### config.mk
export PLATFORM = sky130hd
export DESIGN_NAME = min_crc32_frame
export DESIGN_NICKNAME = d
export VERILOG_FILES = /design/src/rtl/min_pkg.sv /design/src/rtl/crc32_byte.sv /design/src/rtl/min_crc32_frame.sv
export SDC_FILE = /design/constraint.sdc
export NUM_CORES = 1
export LEC_CHECK = 0
export ABC_AREA = 1
export CORE_ASPECT_RATIO = 2
export CORE_MARGIN = 2
export CORE_UTILIZATION = 49
export CTS_BUF_LIST = sky130_fd_sc_hd__clkbuf_4
export DETAILED_ROUTE_END_ITERATION = 16
export GPL_ROUTABILITY_DRIVEN = 0
export PLACE_DENSITY = 0.79
export SETUP_SLACK_MARGIN = 0.05
export SLEW_MARGIN = 20
export SYNTH_ARGS = -nofsm -noshare
export SYNTH_HDL_FRONTEND = slang
export SYNTH_SLANG_ARGS = --single-unit
### constraint.sdc
create_clock -name i_clk -period 2.4 [get_ports i_clk]
set_input_delay 0.6 -clock i_clk [delete_from_list [all_inputs] [get_ports i_clk]]
set_output_delay 0.6 -clock i_clk [all_outputs]
set_load 0.05 [all_outputs]
### src/rtl/min_pkg.sv
// Shared MIN protocol package.
// Holds the MIN framing bytes, the CRC-32/ISO-HDLC (zlib) constants used by
// both the transmit-side frame CRC and the receive path, and the state
// encoding of the frame CRC engine.
package min_pkg;

  // MIN framing bytes
  localparam logic [7:0] SOF   = 8'hAA;
  localparam logic [7:0] EOF   = 8'h55;
  localparam logic [7:0] STUFF = 8'h55;

  // CRC-32/ISO-HDLC: reflected polynomial, LSB-first, inverted in and out
  localparam logic [31:0] CRC32_POLY_REFL = 32'hEDB88320;
  localparam logic [31:0] CRC32_INIT      = 32'hFFFFFFFF;
  localparam logic [31:0] CRC32_XOROUT    = 32'hFFFFFFFF;

  typedef enum logic [1:0] {
    ST_IDLE = 2'd0,
    ST_CALC = 2'd1,
    ST_DONE = 2'd2
  } crc_state_e;

endpackage

### src/rtl/crc32_byte.sv
// Combinational CRC-32 byte fold.
// Folds one byte into a running reflected CRC-32 register (no init/final XOR
// applied here). Eight unrolled shift/XOR steps, LSB of the byte first.
// Ports:
//   i_crc  [31:0]  running CRC register
//   i_byte [7:0]   byte to fold in
//   o_crc  [31:0]  CRC register after the fold
module crc32_byte
  import min_pkg::*;
(
  input  logic [31:0] i_crc,
  input  logic [7:0]  i_byte,
  output logic [31:0] o_crc
);

  logic [31:0] crc_w;

  always_comb begin
    crc_w = i_crc ^ {24'h000000, i_byte};
    for (int b = 0; b < 8; b++) begin
      crc_w = crc_w[0] ? ((crc_w >> 1) ^ CRC32_POLY_REFL) : (crc_w >> 1);
    end
    o_crc = crc_w;
  end

endmodule

### src/rtl/min_crc32_frame.sv
// MIN frame CRC32 engine, sitting in front of the MIN transmit FSM.
// On an accepted start it latches the ID and payload, then folds one byte per
// clock in the order: ID, length byte, payload MSB byte first. When the last
// byte is folded the final CRC is registered and o_done pulses for one cycle.
// Ports:
//   i_clk, i_rst_n   clock, asynchronous active-low reset
//   i_start          request a CRC over the current i_id / i_data
//   i_id, i_data     frame ID/control byte and payload (MSB byte first)
//   o_busy           high while bytes are being folded
//   o_done           one-cycle pulse, o_crc32 valid
//   o_id, o_data     frozen copy of the accepted frame
//   o_crc32          final CRC, held until the next CALC exit
module min_crc32_frame
  import min_pkg::*;
#(
  parameter int N_DATA_BYTE = 4
) (
  input  logic                     i_clk,
  input  logic                     i_rst_n,
  input  logic                     i_start,
  input  logic [7:0]               i_id,
  input  logic [8*N_DATA_BYTE-1:0] i_data,
  output logic                     o_busy,
  output logic                     o_done,
  output logic [7:0]               o_id,
  output logic [8*N_DATA_BYTE-1:0] o_data,
  output logic [31:0]              o_crc32
);

  localparam int              L        = N_DATA_BYTE + 2;
  localparam int              IW       = $clog2(L);
  localparam logic [IW-1:0]   LAST_IDX = IW'(L - 1);
  localparam logic [7:0]      LEN_BYTE = 8'(N_DATA_BYTE);

  crc_state_e                 state_q, state_d;
  logic [IW-1:0]              idx_q, idx_d;
  logic [31:0]                crc_q, crc_d;
  logic [7:0]                 id_q, id_d;
  logic [8*N_DATA_BYTE-1:0]   data_q, data_d;
  logic [31:0]                crc_out_q, crc_out_d;
  logic [7:0]                 byte_cur;
  logic [31:0]                crc_next;

  // Byte selected by the index: 0 = ID, 1 = length, 2.. = payload MSB first
  always_comb begin
    byte_cur = 8'h00;
    if (idx_q == '0) begin
      byte_cur = id_q;
    end else if (idx_q == IW'(1)) begin
      byte_cur = LEN_BYTE;
    end
    for (int j = 0; j < N_DATA_BYTE; j++) begin
      if (idx_q == IW'(j + 2)) begin
        byte_cur = data_q[8*(N_DATA_BYTE-1-j) +: 8];
      end
    end
  end

  crc32_byte u_fold (
    .i_crc  (crc_q),
    .i_byte (byte_cur),
    .o_crc  (crc_next)
  );

  always_comb begin
    state_d   = state_q;
    idx_d     = idx_q;
    crc_d     = crc_q;
    id_d      = id_q;
    data_d    = data_q;
    crc_out_d = crc_out_q;
    case (state_q)
      // DONE behaves like IDLE for start acceptance, so back-to-back frames
      // lose no cycle.
      ST_IDLE, ST_DONE: begin
        state_d = ST_IDLE;
        if (i_start) begin
          state_d = ST_CALC;
          id_d    = i_id;
          data_d  = i_data;
          idx_d   = '0;
          crc_d   = CRC32_INIT;
        end
      end
      ST_CALC: begin
        crc_d = crc_next;
        if (idx_q == LAST_IDX) begin
          // Index stays at the last byte rather than wrapping
          crc_out_d = crc_next ^ CRC32_XOROUT;
          state_d   = ST_DONE;
        end else begin
          idx_d = idx_q + IW'(1);
        end
      end
      default: state_d = ST_IDLE;
    endcase
  end

  always_ff @(posedge i_clk or negedge i_rst_n) begin
    if (!i_rst_n) begin
      state_q   <= ST_IDLE;
      idx_q     <= '0;
      crc_q     <= CRC32_INIT;
      id_q      <= '0;
      data_q    <= '0;
      crc_out_q <= '0;
    end else begin
      state_q   <= state_d;
      idx_q     <= idx_d;
      crc_q     <= crc_d;
      id_q      <= id_d;
      data_q    <= data_d;
      crc_out_q <= crc_out_d;
    end
  end

  assign o_busy  = (state_q == ST_CALC);
  assign o_done  = (state_q == ST_DONE);
  assign o_id    = id_q;
  assign o_data  = data_q;
  assign o_crc32 = crc_out_q;

endmodule

Word level (Yosys, flattened, before mapping):

Cells that the tools add are included.
W data, S select, Z words.

* bits of input ports: 43
* register bits: 109
* output and inout port bits: 74
* word-level logic and storage cells: 57

* reduce and logical (&&, ||, !) cells: 8
* add/subtract/negate cells: 1
* eq/ne operators: 10
* mux-type cells: 22
* bitwise logic cells: 10

Operators with widths (number)
* $mux W32: 9
* $not A13 Y14: 8
* $pmux W32 S2: 1
* $mux W8: 5
* $not A32 Y32: 1
* $xor A32 B8 Y32: 1
* $mux W3: 3
* $eq A3 B2 Y1 const B: 2
* $eq A3 B3 Y1 const B: 2
* $pmux W3 S2: 1
* $reduce_and A2 Y1: 3
* $ne A2 B2 Y1 const B: 2
* $pmux W2 S2: 1
* $add A3 B1 Y3 const B: 1
* $eq A3 B1 Y1 const B: 1
* $logic_not A3 Y1: 1
* $reduce_and A3 Y1: 1
* $eq A2 B1 Y1 const B: 1
* $eq A2 B2 Y1 const B: 1
* $logic_not A2 Y1: 1
* $mux W2: 1
* $ne A2 B1 Y1 const B: 1
* $reduce_bool A2 Y1: 1
* $reduce_or A2 Y1: 1
* $mux W1: 1

Logic depth before layout (Yosys ltp):

* depth in word-level cells: 25
* mapped depth: 22
* mapped depth without buffers: 21

Hierarchy:

A second synthesis with hierarchy kept.

* cell total of the unflattened synthesis: 737
* area total of the unflattened synthesis: 5845.6 sq um

Modules (own cells, without submodules)
* min_crc32_frame: area an instance 4647.0 sq um, cells an instance 494, seq. area each 2767.7 sq um, times used 1
* crc32_byte: area an instance 1198.6 sq um, cells an instance 243, seq. area each 0.0 sq um, times used 1

Worst setup path after synthesis:

No wires, ideal clock.

* path type: register to register
* start: register idx_q[0]
* end: register crc_q[27]
* period minus slack after synthesis: 2316 ps
* stages on the path, launching flop included: 18
* buffers on the path: 1
* arrival: 2243 ps
* data required time: 2328 ps
* library setup time: 72 ps
* setup slack: 84 ps
* path through: dfrtp_1 ha_1 ha_1 inv_1 buf_2 nor2_1 nor2_1 nand2_1 nand2_2 nand3_1 nand2_4 nand2_4 nand2_4 xor2_1 xor2_1 nand2_1 nand2_1 inv_1

* word-level cells in the longest chain between the ends: 19
* elaborated cells on any way between the ends: 24
* those cells by class: 4 x eq/ne; 14 x mux; 5 x bitwise; 1 x reduce/logical

Ends and longest elaborated chain
* start: declaration: line min_crc32_frame.sv:36 `logic [IW-1:0] idx_q, idx_d;`
* start signal: assignment: line min_crc32_frame.sv:109 `idx_q <= idx_d;`
* $logic_not A3 Y1: line min_crc32_frame.sv:47 `if (idx_q == '0) begin`
* $mux W8: line min_crc32_frame.sv:47
* $mux W8 (3 in series): line min_crc32_frame.sv:53 `if (idx_q == IW'(j + 2)) begin`
* $mux W8 (*): line min_crc32_frame.sv:53
* $xor A32 B8 Y32 (*): line crc32_byte.sv:19 `crc_w = i_crc ^ {24'h000000, i_byte};`
* $mux W32 (*) (4 in series): line crc32_byte.sv:21 `crc_w = crc_w[0] ? ((crc_w >> 1) ^ CRC32_POLY_REFL) : (crc_w >> 1);`
* $not A13 Y14 (no line)
* $mux W32 (*): line crc32_byte.sv:21
* $not A13 Y14 (no line)
* $mux W32 (*) (2 in series): line crc32_byte.sv:21
* $not A13 Y14 (no line)
* $mux W32 (*): line crc32_byte.sv:21
* $pmux W32 S2 (*): line min_crc32_frame.sv:72 `case (state_q)`
* end signal: assignment: line min_crc32_frame.sv:110 `crc_q <= crc_d;`
* end: declaration: line min_crc32_frame.sv:37 `logic [31:0] crc_q, crc_d;`

Mark *: on every way between the ends. The rest lies on a longest branch, timed or not.
A chain may end at the register's enable or synchronous reset.

Worst setup path after layout:

* start: register idx_q[0]
* end: register crc_q[22]

* word-level cells in the longest chain between the ends: 20
* elaborated cells on any way between the ends: 27
* those cells by class: 5 x eq/ne; 15 x mux; 6 x bitwise; 1 x reduce/logical

Ends and longest elaborated chain (line)
* $eq A3 B1 Y1 / $logic_not A3 Y1 (equally long branches): min_crc32_frame.sv:49, min_crc32_frame.sv:47
* $mux W3 / $mux W8 (equally long branches): min_crc32_frame.sv:49, min_crc32_frame.sv:47
* $mux W8 (on tied branches): min_crc32_frame.sv:47, min_crc32_frame.sv:53
* $mux W8 (3 in series): min_crc32_frame.sv:53
* $mux W8 (*): min_crc32_frame.sv:53
* $xor A32 B8 Y32 (*): crc32_byte.sv:19
* $mux W32 (*) (3 in series): crc32_byte.sv:21
* $not A13 Y14 (no line)
* $mux W32 (*) (2 in series): crc32_byte.sv:21
* $not A13 Y14 (no line)
* $mux W32 (*): crc32_byte.sv:21
* $not A13 Y14 (no line)
* $mux W32 (*) (2 in series): crc32_byte.sv:21
* $pmux W32 S2 (*): min_crc32_frame.sv:72

Marked as above.

==> summary.txt <==
Clock network
  • CTS tree: done
  • CTS Sinks: around 110
  • CTS Buf Count: 9
  • Clk buf depth: 2
  • Worst-path clk slew: roughly 180 ps
  • Worst-Skew Late Latency: between 500 and 600 ps
  • CTS H-tree depth: 3
  • Clock Tree Root: clkbuf_4

Routing
  • Vias per cell: 5.70
  • Detailed-route DRC error count: 0
  • DR WL/cell: around 20 µm
  • Total routed wirelength: about 23000 µm
  • Initial drt markers: between 500 and 600
  • Vias: 6262
  • DRT antenna net count: 0
  • DRT Pass-1 Iters: 5

Synthesis
  • Avg Cell Area, Syn: 7.62 µm²
  • Distinct cells, synth: 27
  • Synthesized cell area: 0.00588 mm²
  • Seq/Total Area, Yosys: around 47%
  • Yosys warnings: 0
  • Cell count after synthesis: 771
  • Syn_nets: 819
  • Flops & latches, synth: 109

Timing
  • FMAX: 0.363 GHz
  • Final WS setup: -354 ps
  • RSZ-0062 raised after global routing: true
  • Hold WS: 1.41 ps
  • Final Cycle Share: 115%
  • Period minus WS final: around 2800 ps
  • Slew @ Worst Pin: 547 ps
  • Final hold violations: 0
  • Worst Clk Skew: 25.5 ps
  • Slew margin rel.: 63.5%
  • Setup violators final: 49
  • Final Max Slew Viols: 0

Min path
  • Hold Crit Class: in2async

Setup path
  • WP data arrival: between 3000 and 4000 ps
  • CP Launch Point: idx_q[0]
  • R2r setup slk: -350 ps
  • Reg2Reg Depth: 19
  • Crit path capture: crc_q[22]
  • Worst Setup End Kind: flip-flop
  • RR Endpoint: crc_q[22]
  • Crit Path Class: reg2reg
  • Crit-path max FO: 5
  • Worst R2R Start: idx_q[0]
  • Required @ worst endpoint: 2840 ps
  • CP startpoint kind: flip-flop

Placed design
  • Placed cell area: about 0.0075 mm²
  • Buffers on Ports: 116
  • Dpl hpwl: 12900 µm

Run status
  • Failing checks: negative setup slack
  • Status: finished with violations

GRT
  • GR Overflow Total: 0
  • First-pass GRT wire length: 28100 µm
  • Global Route Usage Sum: slightly below 30%
  • Largest net degree at the start of global routing: 53
  • Vias in the first global route: 5664
  • Initial antenna violation count: 1

Floorplan
  • Die Height: between 150 and 200 µm
  • Die area: 0.0129 mm²
  • Core area: 0.0117 mm²
  • Starting density of the core: 50.2%
  • I/O pins: 117
  • Die width: approximately 80 µm
  • Cell Rows: between 50 and 60

Final layout
  • Most common cell after layout, fill and taps aside: nand2_1
  • Commonest non-fill, non-tap cells in the layout: nand2_1 (264), clkdlybuf4s50_1 (91), inv_1 (77), dfrtp_1 (77), nand2_2 (51)
  • Area Growth Syn to Fin: 52.6%
  • Final nets: ~1000
  • Design area: 0.00896 mm²
  • Layout cell share with drive strength beyond 1: 33.4%

Job
  • Max-cap viol count: 0
## area by class of cell
class | count | area [µm²]
repair inverters | 1 | 7.51
inverters | 92 | 369
flip-flops and latches | 109 | 2770
diodes | 1 | 2.50
multi-input cells | 550 | 3690
repair buffers | 185 | 1800
clock buffers | 9 | 67.6
clock inverters | 7 | 80.1
well taps | 145 | 181
fillers | 707 | 2740
## repair_timing
action / CTS / global route
hold endpoints to repair: 0 / 0
pin swaps: 42 / 59
gates cloned: 1 / 0
hold buffers: 0 / 0
endpoints found under the setup margin: 71 / 67
gates resized for setup: 117 / 149
buffers inserted: 7 / 18
## synthesized netlist by cell type
| library cell | instances | share of area (%) |
|---|---|---|
| buf_6 | 1 | 0.19 |
| nor2_1 | 18 | 1.1 |
| ha_1 | 5 | 1.1 |
| clkinv_1 | 2 | 0.13 |
| inv_1 | 84 | 5.4 |
| clkbuf_1 | 16 | 1.0 |
| xor2_2 | 1 | 0.28 |
| nand3b_1 | 2 | 0.26 |
| xnor2_1 | 6 | 0.89 |
| or2_2 | 7 | 0.75 |
| o22ai_1 | 6 | 0.64 |
| xor2_1 | 34 | 5.1 |
| o21ai_1 | 1 | 0.085 |
| nand2_2 | 26 | 2.8 |
| buf_2 | 3 | 0.26 |
| a21oi_1 | 10 | 0.85 |
| nand2_4 | 10 | 1.9 |
| dfrtp_1 | 77 | 33 |
| a22oi_1 | 1 | 0.13 |
| nand3_2 | 2 | 0.34 |
| inv_2 | 6 | 0.38 |
| o21ai_0 | 41 | 3.5 |
| nand2_1 | 317 | 20 |
| nor2_2 | 3 | 0.32 |
| xnor2_2 | 1 | 0.28 |
| dfstp_2 | 32 | 14 |
| nand3_1 | 59 | 5.0 |
## critical path: stages (launching register included)
cell,delay [ps]
dfrtp_1,450
ha_2,220
ha_4,190
buf_6,140
a21oi_4,190
nand2_1,120
nand2_2,130
nand3_1,120
nand2_2,130
nand2_4,90
buf_6,130
nand3_4,80
nand2_4,70
buf_6,130
nand2_2,60
nand2_1,70
nand2_1,120
nand3_1,100
nand2_1,110
inv_1,50
## worst min-delay path by stage
stage / startpoint / depth (start not counted) / slack, ps / end
global placement: o_crc32[17] / 2 / 460 / o_crc32[17]
CTS: i_rst_n / 1 / 20 / o_crc32[1]
detailed placement: o_crc32[0] / 2 / 470 / o_crc32[0]
global route: i_rst_n / 1 / 20 / o_data[2]
floorplan: i_rst_n / 0 / 300 / idx_q[0]
finish: i_rst_n / 1 / 1 / o_crc32[2]
## routing by layer
layer,up-vias,share of wire (%),GRT usage (%)
li1,2686,-,-
met1,3020,32,29.6
met2,413,53,50.2
met3,143,6.6,4.09
met4,0,9.0,22.3
met5,-,0,0
## logic make-up after synthesis
family | count (synthesis) | synth area share (%)
xor+xnor | 42 | 6.52
buf+inv | 112 | 7.35
compound gates | 59 | 5.20
flops | 109 | 47.1
fa+ha+maj | 5 | 1.06
simple gates | 444 | 32.8
## state kept, by name (all words and copies together) (netlist names)
name / cells
state_q: 2
o_crc32: 32
idx_q: 3
o_id: 8
o_data: 32
crc_q: 32
## stage by stage
stage / utilization [%] / setup WS, ps / TNS, ps / std cells
detailed placement: 64.2 / -214 / -4970 / 1060
CTS: 69.8 / -12.2 / -34.5 / 1083
global placement: 64.2 / -137 / -1770 / 1060
floorplan: - / 84.3 / 0 / 771
finish: 76.6 / -354 / -7850 / 1099
global route: 76.6 / -427 / -13530 / 1099
Power is not shown: default switching activity piles up to over one toggle a cycle in this logic, so the estimate is an artifact.
==> variant (same flow settings) <==
Add an input register stage for `i_start`, `i_id` and `i_data`, cleared by the reset; this delays them by one clock.
--- a/src/rtl/min_crc32_frame.sv
+++ b/src/rtl/min_crc32_frame.sv
@@ -32,4 +32,20 @@
   localparam logic [IW-1:0]   LAST_IDX = IW'(L - 1);
   localparam logic [7:0]      LEN_BYTE = 8'(N_DATA_BYTE);
+
+  logic i_start_q;
+  logic [7:0] i_id_q;
+  logic [8*N_DATA_BYTE-1:0] i_data_q;
+
+  always_ff @(posedge i_clk or negedge i_rst_n) begin
+    if (!i_rst_n) begin
+      i_start_q <= '0;
+      i_id_q    <= '0;
+      i_data_q  <= '0;
+    end else begin
+      i_start_q <= i_start;
+      i_id_q    <= i_id;
+      i_data_q  <= i_data;
+    end
+  end
 
   crc_state_e                 state_q, state_d;
@@ -75,8 +91,8 @@
       ST_IDLE, ST_DONE: begin
         state_d = ST_IDLE;
-        if (i_start) begin
+        if (i_start_q) begin
           state_d = ST_CALC;
-          id_d    = i_id;
-          data_d  = i_data;
+          id_d    = i_id_q;
+          data_d  = i_data_q;
           idx_d   = '0;
           crc_d   = CRC32_INIT;
Behaviour: not the same (Yosys sat finds a counterexample within 4 cycles, from zero or initial values and one cycle with i_rst_n low).
==> variant against the unedited design <==
  * The run still ends with negative setup slack left
  * Routed wire length increased by 5.0%
  * Final area grew 18%
  * Area after synthesis up 16%
  * Hold slack gained 0.42 ns
  * Clock skew decreased by 0.0013 ns
  * Setup slack got worse by 0.040 ns
  * Non-clock buffer count is the same
  * Sequential cell count up 41
  * Count of clock-buffer cells in the layout increased by 8
  * Final cell count shrank 1.0%
Power is not shown: default switching activity piles up to over one toggle a cycle in this logic, so the estimate is an artifact.
==> variant: results (changes against the unedited design) <==
Layout
  – Layout net count: 965 (was 996)
  – Layout cells sized above 1: 48.2% (was 33.4%)
  – Final cell count without fillers: 1,088 (was 1,099)
  – Combined area of the multi-input logic cells: 4120 µm² (was 3690 µm²)
  – Filler cell count: 787 (was 707)

Setup path
  – CP max-delay cell: dfrtp_1 (unchanged)
  – WP data arrival: 3.27 ns (was 3.20 ns)
  – Crit-path max FO: 7 (was 5)
  – Critical Path Max Stage Delay: 0.52 ns (was 0.45 ns)

Clock tree
  – Post-CTS Resized: 224 (was 117)
  – Worst-path clk slew: 0.16 ns (was 0.18 ns)
  – H-Tree Depth: 4 (was 3)
  – Clock root buffer: clkbuf_4 (unchanged)
  – CTS Buf Count: 17 (was 9)
  – Post-CTS setup buffer count: 19 (was 7)
  – # hold bufs at CTS: 1 (was 0)
  – Clk_lat worst skew: 0.59 ns (was 0.51 ns)

Outcome
  – Status: complete, but fails checks (unchanged)
  – Failing checks: negative setup slack (unchanged)

Global route
  – Vias in the first global route: 5,913 (was 5,664)
  – GR Util met2: 41.7% (was 50.2%)
  – Met1 Usage GRT: 32.8% (was 29.6%)
  – Largest net degree at the start of global routing: 56 (was 53)
  – Global Route Usage Sum: 26.0% (was 28.9%)
  – Initial antenna violation count: 1 (unchanged)
  – Global-route wire length before repair: 29.8 mm (was 28.1 mm)
  – GRT met3 Usage: 4.73% (was 4.09%)

Routing
  – Met3 wire length: 1.76 mm (was 1.49 mm)
  – DR iter-0 viols: 563 (was 584)
  – DR pass1 iterations: 7 (was 5)
  – Top Metal Used: met4 (unchanged)
  – Via-to-Cell Ratio: 5.82 (was 5.70)
  – Met2 Wirelength: 11.8 mm (was 11.9 mm)
  – WL met1: 8.44 mm (was 7.09 mm)
  – Routed Antenna Nets: 0 (unchanged)
  – Routed wire per std cell: 21.7 µm (was 20.5 µm)

Timing
  – Layout Skew: 0.0242 ns (was 0.0255 ns)
  – Setup Viol. Count Final: 62 (was 49)
  – Slew Limit Headroom: 59.5% (was 63.5%)
  – Post-route setup slack: -0.394 ns (was -0.354 ns)
  – TNS Setup: -14.14 ns (was -7.85 ns)

Synthesis
  – Netlist cell types: 31 (was 27)
  – Area leader, netlist: dfrtp_1 (unchanged)
  – Most area-consuming cells after synthesis: dfrtp_1, dfstp_2, nand2_1 (was dfrtp_1, nand2_1, dfstp_2)
  – Warnings, synthesis: 0 (unchanged)
  – Synth Instances: 727 (was 771)
  – Sequential fraction of the synthesis area: 55.6% (was 47.1%)
  – Syn nets: 775 (was 819)
  – Most frequent cells after synthesis: nand2_1, dfrtp_1, inv_1 (was nand2_1, inv_1, dfrtp_1)
  – Asr flop ratio synth: 100% (unchanged)

Place
  – Place WS: -0.168 ns (was -0.214 ns)
  – Detailed placer's ending HPWL: 11.5 mm (was 12.9 mm)
  – Placed cell count: 1,017 (was 1,060)
  – PortBufs: 116 (unchanged)
  – Placed cell areas: 8440 µm² (was 7510 µm²)

Hold path
  – HP Class: primary input to register (was primary input to async pin)
-- variant: cell count changes after synthesis, sizes merged, moves of 4 or more --
cell	delta
o22ai	+9
xnor2	-5
mux2	+40
clkbuf	-6
o21ai	-16
or2	+6
inv	-12
nor2	+11
nand2	-115
dfrtp	+41
buf	+4
-- variant: path summary, 6_finish.rpt --
| path | cells after the start | endpoint | slack [ns] | from |
|---|---|---|---|---|
| max | 19 | o_crc32[19] | -0.39 | idx_q[0] |
| min | 1 | i_data_q[10] | 0.42 | i_data[10] |
| max reg2reg | 19 | o_crc32[19] | -0.39 | idx_q[0] |
| min reg2reg | 1 | o_data[30] | 0.49 | i_data_q[30] |
| max in group asynchronous | 3 | crc_q[26] | 1.16 | i_rst_n |
| min in group asynchronous | 2 | i_id_q[5] | 0.52 | i_rst_n |
-- variant: layout make-up --
type	count	area share, %
Inverter	82	3.39
Sequential cell	150	36.0
Multi-Input combinational cell	480	39.1
Timing Repair Buffer	185	16.8
Clock buffer	17	1.21
Antenna cell	1	0.0237
Timing Repair inverter	1	0.0474
Clock inverter	15	1.67
Tap cell	157	1.86
-- variant: kinds of logic (layout without fill, tap and decap cells) --
group                    after synthesis  in the layout  synth area share, %
buffers and inverters                100            300                 5.74
XOR/XNOR                              38             38                 5.10
AO/OA/AOI/OAI                         52             52                 4.17
flip-flops                           150            150                 55.6
AND/OR/NAND/NOR                      342            345                 21.8
multiplexers                          40             40                 6.61
other                                  0              1                    0
adder cells (fa/ha/maj)                5              5                0.917
-- variant: critical path: cells and delay by family (launching register included) --
| kind | cells | cell delay, ns |
|---|---|---|
| DFF | 1 | 0.52 |
| adders and majority gates | 1 | 0.22 |
| AOI/OAI and AO/OA | 1 | 0.22 |
| buffers and inverters | 3 | 0.34 |
| and+or+nand+nor | 14 | 1.40 |
